[src/rtl/ysyx_24100006_axi_pkg.sv]
// Shared types and constants for the IFU/LSU AXI arbiter.
package ysyx_24100006_axi_pkg;

    typedef enum logic [2:0] {
        StIdle,
        StGrantIfuAr,
        StGrantLsuAr,
        StGrantLsuAw,
        StData
    } arb_state_e;

    localparam logic [1:0] RespOkay = 2'b00;
    localparam logic       OwnIfu   = 1'b0;
    localparam logic       OwnLsu   = 1'b1;
    localparam int unsigned LenW    = 8;
    localparam int unsigned SizeW   = 3;

    // IFU wins when it is alone, or on a tie when the LSU held the last grant.
    function automatic logic rr_pick_ifu(logic ifu_req, logic lsu_req, logic rr_last);
        return ifu_req & (~lsu_req | (rr_last == OwnLsu));
    endfunction

endpackage

[src/rtl/ysyx_24100006_axi_req_latch.sv]
// Address/len/size capture register for one AXI address channel; loaded on grant,
// held until the next grant.
module ysyx_24100006_axi_req_latch
    import ysyx_24100006_axi_pkg::*;
#(
    parameter int unsigned ADDR_W = 32
) (
    input  logic              clk_i,
    input  logic              reset_i,
    input  logic              load_i,
    input  logic [ADDR_W-1:0] addr_i,
    input  logic [LenW-1:0]   len_i,
    input  logic [SizeW-1:0]  size_i,
    output logic [ADDR_W-1:0] addr_o,
    output logic [LenW-1:0]   len_o,
    output logic [SizeW-1:0]  size_o
);

    logic [ADDR_W-1:0] addr_q;
    logic [LenW-1:0]   len_q;
    logic [SizeW-1:0]  size_q;

    always_ff @(posedge clk_i or posedge reset_i) begin
        if (reset_i) begin
            addr_q <= '0;
            len_q  <= '0;
            size_q <= '0;
        end else if (load_i) begin
            addr_q <= addr_i;
            len_q  <= len_i;
            size_q <= size_i;
        end
    end

    assign addr_o = addr_q;
    assign len_o  = len_q;
    assign size_o = size_q;

endmodule

[src/rtl/ysyx_24100006_axi_arbiter.sv]
// Two-master (IFU, LSU) to one-slave AXI4 arbiter. One transaction in flight at a time;
// the granted request is held stable until it retires because the xbar decodes from it.
module ysyx_24100006_axi_arbiter
    import ysyx_24100006_axi_pkg::*;
#(
    parameter int unsigned ADDR_W = 32,
    parameter int unsigned DATA_W = 32
) (
    input  logic                clk,
    input  logic                reset,
    // IFU read
    input  logic                ifu_arvalid,
    output logic                ifu_arready,
    input  logic [ADDR_W-1:0]   ifu_araddr,
    input  logic [7:0]          ifu_arlen,
    input  logic [2:0]          ifu_arsize,
    output logic                ifu_rvalid,
    input  logic                ifu_rready,
    output logic [DATA_W-1:0]   ifu_rdata,
    output logic [1:0]          ifu_rresp,
    output logic                ifu_rlast,
    // LSU read
    input  logic                lsu_arvalid,
    output logic                lsu_arready,
    input  logic [ADDR_W-1:0]   lsu_araddr,
    input  logic [7:0]          lsu_arlen,
    input  logic [2:0]          lsu_arsize,
    output logic                lsu_rvalid,
    input  logic                lsu_rready,
    output logic [DATA_W-1:0]   lsu_rdata,
    output logic [1:0]          lsu_rresp,
    output logic                lsu_rlast,
    // LSU write
    input  logic                lsu_awvalid,
    output logic                lsu_awready,
    input  logic [ADDR_W-1:0]   lsu_awaddr,
    input  logic [7:0]          lsu_awlen,
    input  logic [2:0]          lsu_awsize,
    input  logic                lsu_wvalid,
    output logic                lsu_wready,
    input  logic [DATA_W-1:0]   lsu_wdata,
    input  logic [DATA_W/8-1:0] lsu_wstrb,
    input  logic                lsu_wlast,
    output logic                lsu_bvalid,
    input  logic                lsu_bready,
    output logic [1:0]          lsu_bresp,
    // xbar-side master port
    output logic                m_arvalid,
    input  logic                m_arready,
    output logic [ADDR_W-1:0]   m_araddr,
    output logic [7:0]          m_arlen,
    output logic [2:0]          m_arsize,
    input  logic                m_rvalid,
    output logic                m_rready,
    input  logic [DATA_W-1:0]   m_rdata,
    input  logic [1:0]          m_rresp,
    input  logic                m_rlast,
    output logic                m_awvalid,
    input  logic                m_awready,
    output logic [ADDR_W-1:0]   m_awaddr,
    output logic [7:0]          m_awlen,
    output logic [2:0]          m_awsize,
    output logic                m_wvalid,
    input  logic                m_wready,
    output logic [DATA_W-1:0]   m_wdata,
    output logic [DATA_W/8-1:0] m_wstrb,
    output logic                m_wlast,
    input  logic                m_bvalid,
    output logic                m_bready,
    input  logic [1:0]          m_bresp,
    output logic [1:0]          m_addr_suffix
);

    arb_state_e state_q, state_d;
    logic       rr_last_q;
    logic       owner_q;
    logic       is_write_q;
    logic       w_done_q;

    logic arb_en, ifu_wins;
    logic grant_ifu, grant_lsu_ar, grant_lsu_aw, grant_ar, any_grant;
    logic in_data, rd_route, wr_phase, b_route, to_ifu, to_lsu;
    logic w_fire;

    // Gated by reset so no upstream ready escapes while reset is held.
    assign arb_en       = (state_q == StIdle) & ~reset;
    assign ifu_wins     = rr_pick_ifu(ifu_arvalid, lsu_arvalid | lsu_awvalid, rr_last_q);
    assign grant_ifu    = arb_en & ifu_wins;
    assign grant_lsu_aw = arb_en & ~ifu_wins & lsu_awvalid;
    assign grant_lsu_ar = arb_en & ~ifu_wins & ~lsu_awvalid & lsu_arvalid;
    assign grant_ar     = grant_ifu | grant_lsu_ar;
    assign any_grant    = grant_ar | grant_lsu_aw;

    assign ifu_arready  = grant_ifu;
    assign lsu_arready  = grant_lsu_ar;
    assign lsu_awready  = grant_lsu_aw;

    ysyx_24100006_axi_req_latch #(
        .ADDR_W (ADDR_W)
    ) u_ar_latch (
        .clk_i   (clk),
        .reset_i (reset),
        .load_i  (grant_ar),
        .addr_i  (grant_ifu ? ifu_araddr : lsu_araddr),
        .len_i   (grant_ifu ? ifu_arlen  : lsu_arlen),
        .size_i  (grant_ifu ? ifu_arsize : lsu_arsize),
        .addr_o  (m_araddr),
        .len_o   (m_arlen),
        .size_o  (m_arsize)
    );

    ysyx_24100006_axi_req_latch #(
        .ADDR_W (ADDR_W)
    ) u_aw_latch (
        .clk_i   (clk),
        .reset_i (reset),
        .load_i  (grant_lsu_aw),
        .addr_i  (lsu_awaddr),
        .len_i   (lsu_awlen),
        .size_i  (lsu_awsize),
        .addr_o  (m_awaddr),
        .len_o   (m_awlen),
        .size_o  (m_awsize)
    );

    assign m_addr_suffix = m_araddr[1:0];
    assign m_arvalid     = (state_q == StGrantIfuAr) | (state_q == StGrantLsuAr);
    assign m_awvalid     = (state_q == StGrantLsuAw);

    assign in_data  = (state_q == StData);
    assign rd_route = in_data & ~is_write_q;
    assign wr_phase = (state_q == StGrantLsuAw) | (in_data & is_write_q);
    // B is only exposed once both the AW and the last W beat have completed.
    assign b_route  = in_data & is_write_q & w_done_q;
    assign to_ifu   = rd_route & (owner_q == OwnIfu);
    assign to_lsu   = rd_route & (owner_q == OwnLsu);

    assign m_rready   = (to_ifu & ifu_rready) | (to_lsu & lsu_rready);
    assign ifu_rvalid = to_ifu & m_rvalid;
    assign ifu_rdata  = m_rdata;
    assign ifu_rresp  = to_ifu ? m_rresp : RespOkay;
    assign ifu_rlast  = to_ifu & m_rlast;
    assign lsu_rvalid = to_lsu & m_rvalid;
    assign lsu_rdata  = m_rdata;
    assign lsu_rresp  = to_lsu ? m_rresp : RespOkay;
    assign lsu_rlast  = to_lsu & m_rlast;

    assign m_wvalid   = wr_phase & lsu_wvalid;
    assign lsu_wready = wr_phase & m_wready;
    assign m_wdata    = lsu_wdata;
    assign m_wstrb    = lsu_wstrb;
    assign m_wlast    = lsu_wlast;
    assign w_fire     = m_wvalid & lsu_wready & lsu_wlast;

    assign lsu_bvalid = b_route & m_bvalid;
    assign m_bready   = b_route & lsu_bready;
    assign lsu_bresp  = b_route ? m_bresp : RespOkay;

    always_comb begin
        state_d = state_q;
        case (state_q)
            StIdle: begin
                if (grant_ifu)         state_d = StGrantIfuAr;
                else if (grant_lsu_aw) state_d = StGrantLsuAw;
                else if (grant_lsu_ar) state_d = StGrantLsuAr;
            end
            StGrantIfuAr, StGrantLsuAr: begin
                if (m_arready) state_d = StData;
            end
            StGrantLsuAw: begin
                if (m_awready) state_d = StData;
            end
            StData: begin
                if (is_write_q ? (lsu_bvalid & m_bready) : (m_rvalid & m_rready & m_rlast)) begin
                    state_d = StIdle;
                end
            end
            default: state_d = StIdle;
        endcase
    end

    always_ff @(posedge clk or posedge reset) begin
        if (reset) begin
            state_q    <= StIdle;
            rr_last_q  <= OwnIfu;
            owner_q    <= OwnIfu;
            is_write_q <= 1'b0;
            w_done_q   <= 1'b0;
        end else begin
            state_q <= state_d;
            if (any_grant) begin
                rr_last_q  <= grant_ifu ? OwnIfu : OwnLsu;
                owner_q    <= grant_ifu ? OwnIfu : OwnLsu;
                is_write_q <= grant_lsu_aw;
            end
            if (grant_lsu_aw)  w_done_q <= 1'b0;
            else if (w_fire)   w_done_q <= 1'b1;
        end
    end

endmodule

[config.mk]
export PLATFORM = sky130hd
export DESIGN_NAME = ysyx_24100006_axi_arbiter
export DESIGN_NICKNAME = d
export VERILOG_FILES = /design/src/rtl/ysyx_24100006_axi_pkg.sv /design/src/rtl/ysyx_24100006_axi_req_latch.sv /design/src/rtl/ysyx_24100006_axi_arbiter.sv
export SDC_FILE = /design/constraint.sdc
export NUM_CORES = 1
export LEC_CHECK = 0
export ABC_AREA = 1
export ABC_CLOCK_PERIOD_IN_PS = 2300
export BUFFER_PORTS_ARGS = -buffer_cell sky130_fd_sc_hd__buf_2
export CORE_AREA = 4 4 162 164
export CTS_BUF_LIST = sky130_fd_sc_hd__clkbuf_4
export DETAILED_ROUTE_END_ITERATION = 10
export DIE_AREA = 0 0 166 168
export SKIP_CTS_REPAIR_TIMING = 1
export SYNTH_ARGS = -nofsm -noshare
export SYNTH_HDL_FRONTEND = slang
export SYNTH_HIERARCHICAL = 1
export SYNTH_SLANG_ARGS = --single-unit
[constraint.sdc]
create_clock -name clk -period 2.3 [get_ports clk]
set_clock_uncertainty 0.2 [all_clocks]
set_input_delay 0.345 -clock clk [delete_from_list [all_inputs] [get_ports clk]]
set_output_delay 0.345 -clock clk [all_outputs]
set_load 0.05 [all_outputs]
* After elaboration in Yosys (flattened, before gate mapping)
Cells that the tools add are included.
** Operators by class
- Eq/ne operators :: 8
- Muxes and demuxes :: 17
- Bitwise gates (word level) :: 40
- Reductions and logical operators :: 4
** Operators by type and width (count)
- $mux 32 :: 1
- $and 1x1->1 :: 27
- $mux 3 :: 7
- $pmux 3 s4 :: 1
- $mux 8 :: 1
- $or 1x1->1 :: 7
- $eq 3x2->1 const B :: 2
- $mux 2 :: 3
- $not 1->1 :: 6
- $mux 1 :: 4
- $ne 2x1->1 const B :: 2
- $ne 4x4->1 const B :: 1
- $reduce_and 4->1 :: 1
- $eq 3x1->1 const B :: 1
- $eq 3x3->1 const B :: 1
- $logic_not 3->1 :: 1
- $ne 2x2->1 const B :: 1
- $reduce_bool 2->1 :: 1
- $reduce_or 2->1 :: 1
** Word-level totals
- Bits in registers :: 92
- Input port bits :: 217
- Output and inout port bits :: 209
- Word-level logic and storage cells :: 79

* Depth between registers and ports, before layout
Gate-level depths: netlist of the first run.
- Word-level depth :: 12
- Mapped depth :: 12
- Mapped depth without buffers :: 10

* Hierarchy
Netlist of the first run, hierarchy kept.
** Modules (own cells, without submodules)
- ysyx_24100006_axi_req_latch :: times used 2, cells an instance 183, area each 1659.1 µm²
- ysyx_24100006_axi_arbiter :: times used 1, cells an instance 345, area each 1939.4 µm²

* Worst setup path before layout of the first run
Ideal clock, no wire load.
- Path kind :: reg-to-output
- From :: register state_q[0]
- To :: output m_arvalid
- Data arrival time :: 1.701 ns
- Required time :: 1.755 ns
- Setup slack :: 0.054 ns
- Cell stages (with the launch flop) :: 3
- Buffers on the path :: 0
- Path through :: dfrtp_1 > nand2_1 > nor3b_1
** On the way
- Longest elaborated chain between the ends :: 2
- Elaborated cells between the ends (all ways) :: 3
- Those cells by class :: eq/ne (2); bitwise (1)
** RTL lines
- start, declared :: RTL line ysyx_24100006_axi_arbiter.sv:74 : arb_state_e state_q, state_d;
- start signal, assigned :: RTL line ysyx_24100006_axi_arbiter.sv:184 : state_q <= StIdle;
- start signal, assigned :: RTL line ysyx_24100006_axi_arbiter.sv:190 : state_q <= state_d;
- $eq 3x1->1 or $eq 3x2->1 (tied branches) :: RTL line ysyx_24100006_axi_arbiter.sv:127 : assign m_arvalid = (state_q == StGrantIfuAr) | (state_q == StGrantLsuAr);
- $or 1x1->1 (*) :: RTL line ysyx_24100006_axi_arbiter.sv:127
- end, declared :: RTL line ysyx_24100006_axi_arbiter.sv:48 : output logic m_arvalid,
Every way passes the cells marked *; elsewhere a longest branch is shown, timed or not.

* Final worst setup path of the first run
- From :: register state_q[0]
- To :: output m_wvalid
** On the way
- Longest elaborated chain between the ends :: 4
- Elaborated cells between the ends (all ways) :: 5
- Those cells by class :: eq/ne (2); bitwise (3)
** RTL lines
- $eq 3x3->1 :: RTL line ysyx_24100006_axi_arbiter.sv:130 : assign in_data = (state_q == StData);
- $and 1x1->1 :: RTL line ysyx_24100006_axi_arbiter.sv:132 : assign wr_phase = (state_q == StGrantLsuAw) | (in_data & is_write_q);
- $or 1x1->1 (*) :: RTL line ysyx_24100006_axi_arbiter.sv:132
- $and 1x1->1 (*) :: RTL line ysyx_24100006_axi_arbiter.sv:148 : assign m_wvalid = wr_phase & lsu_wvalid;
- end, declared :: RTL line ysyx_24100006_axi_arbiter.sv:63 : output logic m_wvalid,
Marks and branches as above.

==> reports/results.tsv, run 1 <==
metric	value	unit
status	finished, violations left	
violations	negative setup slack	
synth-seq-cells	92	
placeableCoreArea	0.0249	mm^2
grt_pass1_wl	24300	um
syn_inst	711	
setup_ws	-145	ps
crit_path_end_kind	output port	
cpMaxStageDelayCell	dfrtp_1	
drt_iter0_drc	316	
h-tree-depth	3	
clkSlewWorstSetupHoldPaths	160	ps
drv_slew	0	
final_cell_mix	nand2_1, buf_2, dlygate4sd3_1, dfrtp_1, inv_1	
yosysUniqueCellTypes	24	
holdWs	9.66	ps
crit_chain	nor2_4, nand2_2, nor2_4, inv_2, o21ai_1, inv_2, nor2_4, buf_8	
ios	426	
worst_hold_path_type	input port to flip-flop	
cts_tree	done	
cts-root-buf	clkbuf_4	
antenna_found_initial	1	
fmax	0.409	GHz
synth.yosys.warnings	6	
rows	58	
critical_path_class	flip-flop to output port	
avgSynthCellArea	7.39	um^2
hold_viol_final	0	
grt_pass1_vias	4362	
cts_max_path_buffers	2	
routed_via_density	3.89	
overflow	0	
postRouteAntennaNets	0	
power_density	1200	mW/mm^2
clock_sinks	92	
die_w	166	um
nFillCells	2582	
grt_max_degree	47	
area_delta_synth_final	46.1	%
die_area	0.0279	mm^2
slew_headroom	62.9	%
drt-total-wl	18600	um
regArea	0.00230	mm^2
firstDrtPassIters	4	
peakVddDrop	0.713	mV
start_util	21.1	%
multiInputGateArea	0.00184	mm^2
layout.cells.most_common	nand2_1	
fin_crit	2440	ps
synth_area	0.00526	mm^2
grt.total_usage	11.1	%
cap_viol_max_count	0	
cpMostUsedCell	nor2_4	
crit_required	1750	ps
finalCritPeriodShare	106	%
setup_violations	16	
clkLatencyLatePin	450	ps
arrival	1900	ps
start_kind	flip-flop	
dieHeight	168	um
max_stage_delay	470	ps
tightest_slew	556	ps
numCtsBuffers	9	
drc_errors	0	
portBuffers	257	
vias	5167	
cellLeakagePower	0.00435	uW
setup_tns	-1090	ps
drive_above_1_share	32.2	%
gp_congestion	0.854	
dp_hpwl	12600	um
nNetsFinal	1209	
post_drt_wl_per_cell	14.0	um
syn_nets	928	
yosysSeqAreaShare	43.8	%
rsz0062_at_grt	yes	
worstPathMaxFanout	5	
cell usage after synthesis:
master      n  area [um^2]
nand2_1   411         1540
buf_4     111          833
dfrtp_1    92         2300
inv_1      31          116
nor2_1     18         67.6
buf_6      15          169
buf_2       4         20.0
inv_2       4         15.0
nand3_2     3         30.0
nor2_2      3         18.8
nor2_4      3         33.8
a21oi_2     2         17.5
inv_6       2         17.5
nand3_1     2         10.0
a21oi_1     1         5.00
a31oi_1     1         6.26
nand2_2     1         6.26
nand3b_1    1         7.51
nand4_1     1         6.26
nor3b_1     1         7.51
o211ai_1    1         7.51
o21ai_0     1         5.00
o21ai_1     1         5.00
o31ai_1     1         7.51
path summary, 6_finish.rpt:
| path | startpoint | end | slack [ps] | cells past startpoint |
|---|---|---|---|---|
| min reg2reg | u_aw_latch/addr_o[22] | u_aw_latch/addr_o[22] | 280 | 2 |
| max | state_q[0] | m_wvalid | -140 | 8 |
| max in group asynchronous | reset | u_ar_latch/addr_o[31] | 980 | 4 |
| max reg2reg | state_q[0] | u_aw_latch/addr_o[1] | 220 | 9 |
| min in group asynchronous | reset | u_ar_latch/addr_o[1] | 320 | 3 |
| min | lsu_araddr[22] | u_ar_latch/addr_o[22] | 10 | 5 |
cells by family after synthesis:
| group | synth area share, % |
|---|---|
| AO/OA/AOI/OAI | 1.02 |
| buffers and inverters | 22.3 |
| flip-flops | 43.8 |
| AND/OR/NAND/NOR | 32.9 |
sequential cells by signal (all words and copies together) (netlist names):
name / cells
w_done_q: 1
is_write_q: 1
u_aw_latch/len_o: 8
u_ar_latch/addr_o: 32
state_q: 3
u_aw_latch/size_o: 3
u_ar_latch/len_o: 8
u_aw_latch/addr_o: 32
owner_q: 1
u_ar_latch/size_o: 3
power breakdown:
part | total (uW) | internal, uW | switching (uW)
Combinational | 5640 | 1390 | 4250
Sequential | 2740 | 2340 | 400
Clock | 867 | 229 | 638
layout make-up:
cell class	instances	share of cell area [%]
timing repair buffer	400	37.2
sequential	92	30.0
multi-input combinational	452	24.0
tap	330	5.37
inverter	37	1.94
clock buffer	9	0.879
clock inverter	6	0.619
antenna	1	0.0326
per-stage QoR:
stage	util, %	cells	setup slack (ps)	area (um^2)	total power, uW
after global placement	24.4	1181	259	6070	8060
after CTS	24.9	1196	-290	6190	9030
final	30.9	1327	-145	7680	9250
after global routing	30.9	1327	-310	7680	9840
after floorplan	-	711	54.3	5260	7240
after detailed placement	24.4	1181	211	6070	8120
routing by layer:
layer | routed length (um) | up-vias | part of all wire [%] | track usage (%)
met5 | 0 | - | 0 | 0
met4 | 756 | 0 | 4.1 | 5.63
met3 | 1510 | 65 | 8.1 | 3.85
met2 | 8870 | 257 | 48 | 17.6
met1 | 7410 | 2275 | 40 | 13.3
li1 | - | 2570 | - | -
critical path: cells and delay by family, from the launching register on:
family / cells / cell delay [ps]
simple gates: 4 / 570
buf+inv: 3 / 290
compound gates: 1 / 120
flops: 1 / 470
Power figures use the tool's default switching activity.
==> inputs of run 2 (changes only) <==
ABC_AREA = 0   (was 1)
CORE_AREA = 2 2 164 166   (was 4 4 162 164)
==> run 2 against run 1 <==
Compared with the run above: the flow still finishes with violations (negative setup slack); die area is the same; wire length fell by 10%; sequential cell count stayed put; via count decreased by 22%; critical path type unchanged; highest routed layer unchanged.
==> reports/results.tsv, run 2 <==
metric	value	unit
setup_tns	-3500	ps
gp_congestion	0.692	
antenna_found_initial	4	
grt_max_degree	45	
start_kind	flip-flop	
post_dp_cell_area	0.00658	mm^2
clock_sinks	92	
internal-power	5510	uW
routed_via_density	3.87	
post_drt_wl_per_cell	15.9	um
grt_pass1_wl	21300	um
peakVddDrop	0.989	mV
max_stage_delay	600	ps
vias	4035	
cts_max_path_buffers	2	
firstDrtPassIters	4	
start_util	21.4	%
syn_nets	622	
finalCritPeriodShare	109	%
cpMaxStageDelayCell	or4b_4	
nNetsFinal	913	
synth.yosys.warnings	6	
cellLeakagePower	0.00409	uW
power_frac_seq	26.2	%
die_area	0.0279	mm^2
critical_path_class	flip-flop to output port	
status	finished, violations left	
rows	60	
clkSlewWorstSetupHoldPaths	160	ps
nFillCells	2633	
rr_worst_depth	8	
cts_tree	done	
overflow	0	
clkLatencyLatePin	440	ps
synth_area	0.00563	mm^2
crit_path_end_kind	output port	
yosysTopAreaCellShare	40.9	%
slew_headroom	62.7	%
grt_pass1_vias	3754	
drt_iter0_drc	136	
avgSynthCellArea	13.9	um^2
cp_top_family	simple AND/OR/NAND/NOR gates	
setup_violations	55	
final_cell_mix	buf_2, mux2_4, dlygate4sd3_1, dfrtp_1, buf_4	
cts-root-buf	clkbuf_4	
worst_hold_path_type	input port to flip-flop	
syn_inst	405	
die_w	166	um
hold_viol_final	0	
numCtsBuffers	9	
drc_errors	0	
p_sw	5640	uW
synth_most_common_cell	mux2_4	
violations	negative setup slack	
crit_chain	or4b_4, nor2_4, and2_1, buf_6	
worstPathMaxFanout	4	
placeableCoreArea	0.0264	mm^2
async_reset_ff_share	100	%
min-delay-start	ifu_araddr[27]	
h-tree-depth	3	
portBuffers	257	
rrSetupSlack	-50	ps
ios	426	
yosys-top-cells-count	mux2_4, buf_4, dfrtp_1	
layout.cells.most_common	buf_2	
clkPwrFrac	8.6	%
drive_above_1_share	66.2	%
pre_cts_slack	20.5	ps
combinationalPowerShare	65.2	%
rr_endpoint	u_ar_latch/len_o[6]	
synthTopCellsByArea	dfrtp_1, mux2_4, buf_4	
min_to	u_ar_latch/addr_o[27]	
drv_slew	0	
postRouteAntennaNets	0	
dp_hpwl	11200	um
crit_required	1750	ps
yosysUniqueCellTypes	33	
fin_area	0.00817	mm^2
timing.rr.start	state_q[2]	
synth-seq-cells	92	
setup_ws	-217	ps
yosysSeqAreaShare	40.9	%
dieHeight	168	um
tightest_slew	560	ps
yosys.area.top_type	dfrtp_1	
drt-total-wl	16600	um
arrival	1970	ps
cap_viol_max_count	0	
rsz0062_at_grt	yes	
critPathBufInv	1	
synth-edff-count	0	
power_density	1370	mW/mm^2
switching_share	50.6	%
fin_crit	2520	ps
fmax	0.397	GHz
hold_depth	3	
area_delta_synth_final	45.0	%
synthFlopType	dfrtp_1	
grt.total_usage	9.88	%
[run 2: changes by cell type in the layout (fill, tap and decap cells not counted), moves of 5 or more]
| cell | previous run | this run |
|---|---|---|
| and2_1 | 0 | 5 |
| and2_4 | 0 | 7 |
| buf_4 | 14 | 23 |
| buf_6 | 14 | 9 |
| buf_8 | 3 | 9 |
| clkbuf_4 | 9 | 15 |
| dlygate4sd3_1 | 126 | 106 |
| inv_1 | 27 | 4 |
| inv_2 | 7 | 1 |
| mux2_2 | 0 | 8 |
| mux2_4 | 0 | 122 |
| nand2_1 | 408 | 3 |
| nor2_1 | 12 | 6 |
| nor2_2 | 7 | 0 |
[run 2: worst max-delay path by stage]
stage,end,cells after the start,slack [ps],from
finish,lsu_rlast,4,-220,state_q[1]
global route,lsu_arready,6,-350,state_q[2]
floorplan,ifu_rlast,4,-20,state_q[1]
CTS,lsu_rvalid,4,-550,state_q[1]
detailed placement,lsu_rvalid,4,20,state_q[1]
global placement,lsu_rvalid,4,60,state_q[1]
[run 2: metrics by stage]
step / utilization, % / power (uW) / hold WS, ps / instances
final: 31.0 / 11200 / 52.4 / 1043
after global routing: 31.0 / 11700 / 0.303 / 1043
after CTS: 25.5 / 10700 / -228 / 923
after detailed placement: 25.0 / 9710 / 288 / 907
after global placement: 25.0 / 9640 / 286 / 907
after floorplan: - / 8690 / -64.0 / 405
[run 2: cell families (layout without fill, tap and decap cells)]
group,after synthesis,count (layout),share of synthesized area (%)
multiplexers,132,132,34.3
buffers and inverters,127,423,18.6
flip-flops,92,92,40.9
AND/OR/NAND/NOR,38,38,4.38
AO/OA/AOI/OAI,15,15,1.78
XOR/XNOR,1,1,0.155
other,0,1,0
[run 2: layout make-up]
| class | count | area [um^2] | area share, % |
|---|---|---|---|
| antenna | 1 | 2.50 | 0.0306 |
| sequential | 92 | 2300 | 28.2 |
| clock inverter | 7 | 75.1 | 0.919 |
| inverter | 7 | 31.3 | 0.383 |
| timing repair buffer | 400 | 2870 | 35.2 |
| clock buffer | 9 | 67.6 | 0.827 |
| multi-input combinational | 186 | 2390 | 29.2 |
| tap | 341 | 427 | 5.22 |
[run 2: power by group through the flow]
stage	Combinational [uW]	Sequential [uW]	Clock, uW
finish	7270	2920	960
global route	7560	3030	1090
CTS	6790	2910	1040
detailed placement	6780	2940	0
global placement	6730	2910	0
floorplan	3060	5630	0
[run 2: worst min-delay path, cell delays in order]
cell and delay (ps):
buf_2 80, mux2_4 140, mux2_4 130
[run 2: layer usage]
layer	wire length [um]	track usage, %
met1	6470	11.6
met2	8770	17.0
met3	925	2.66
met4	469	4.46
met5	0	0
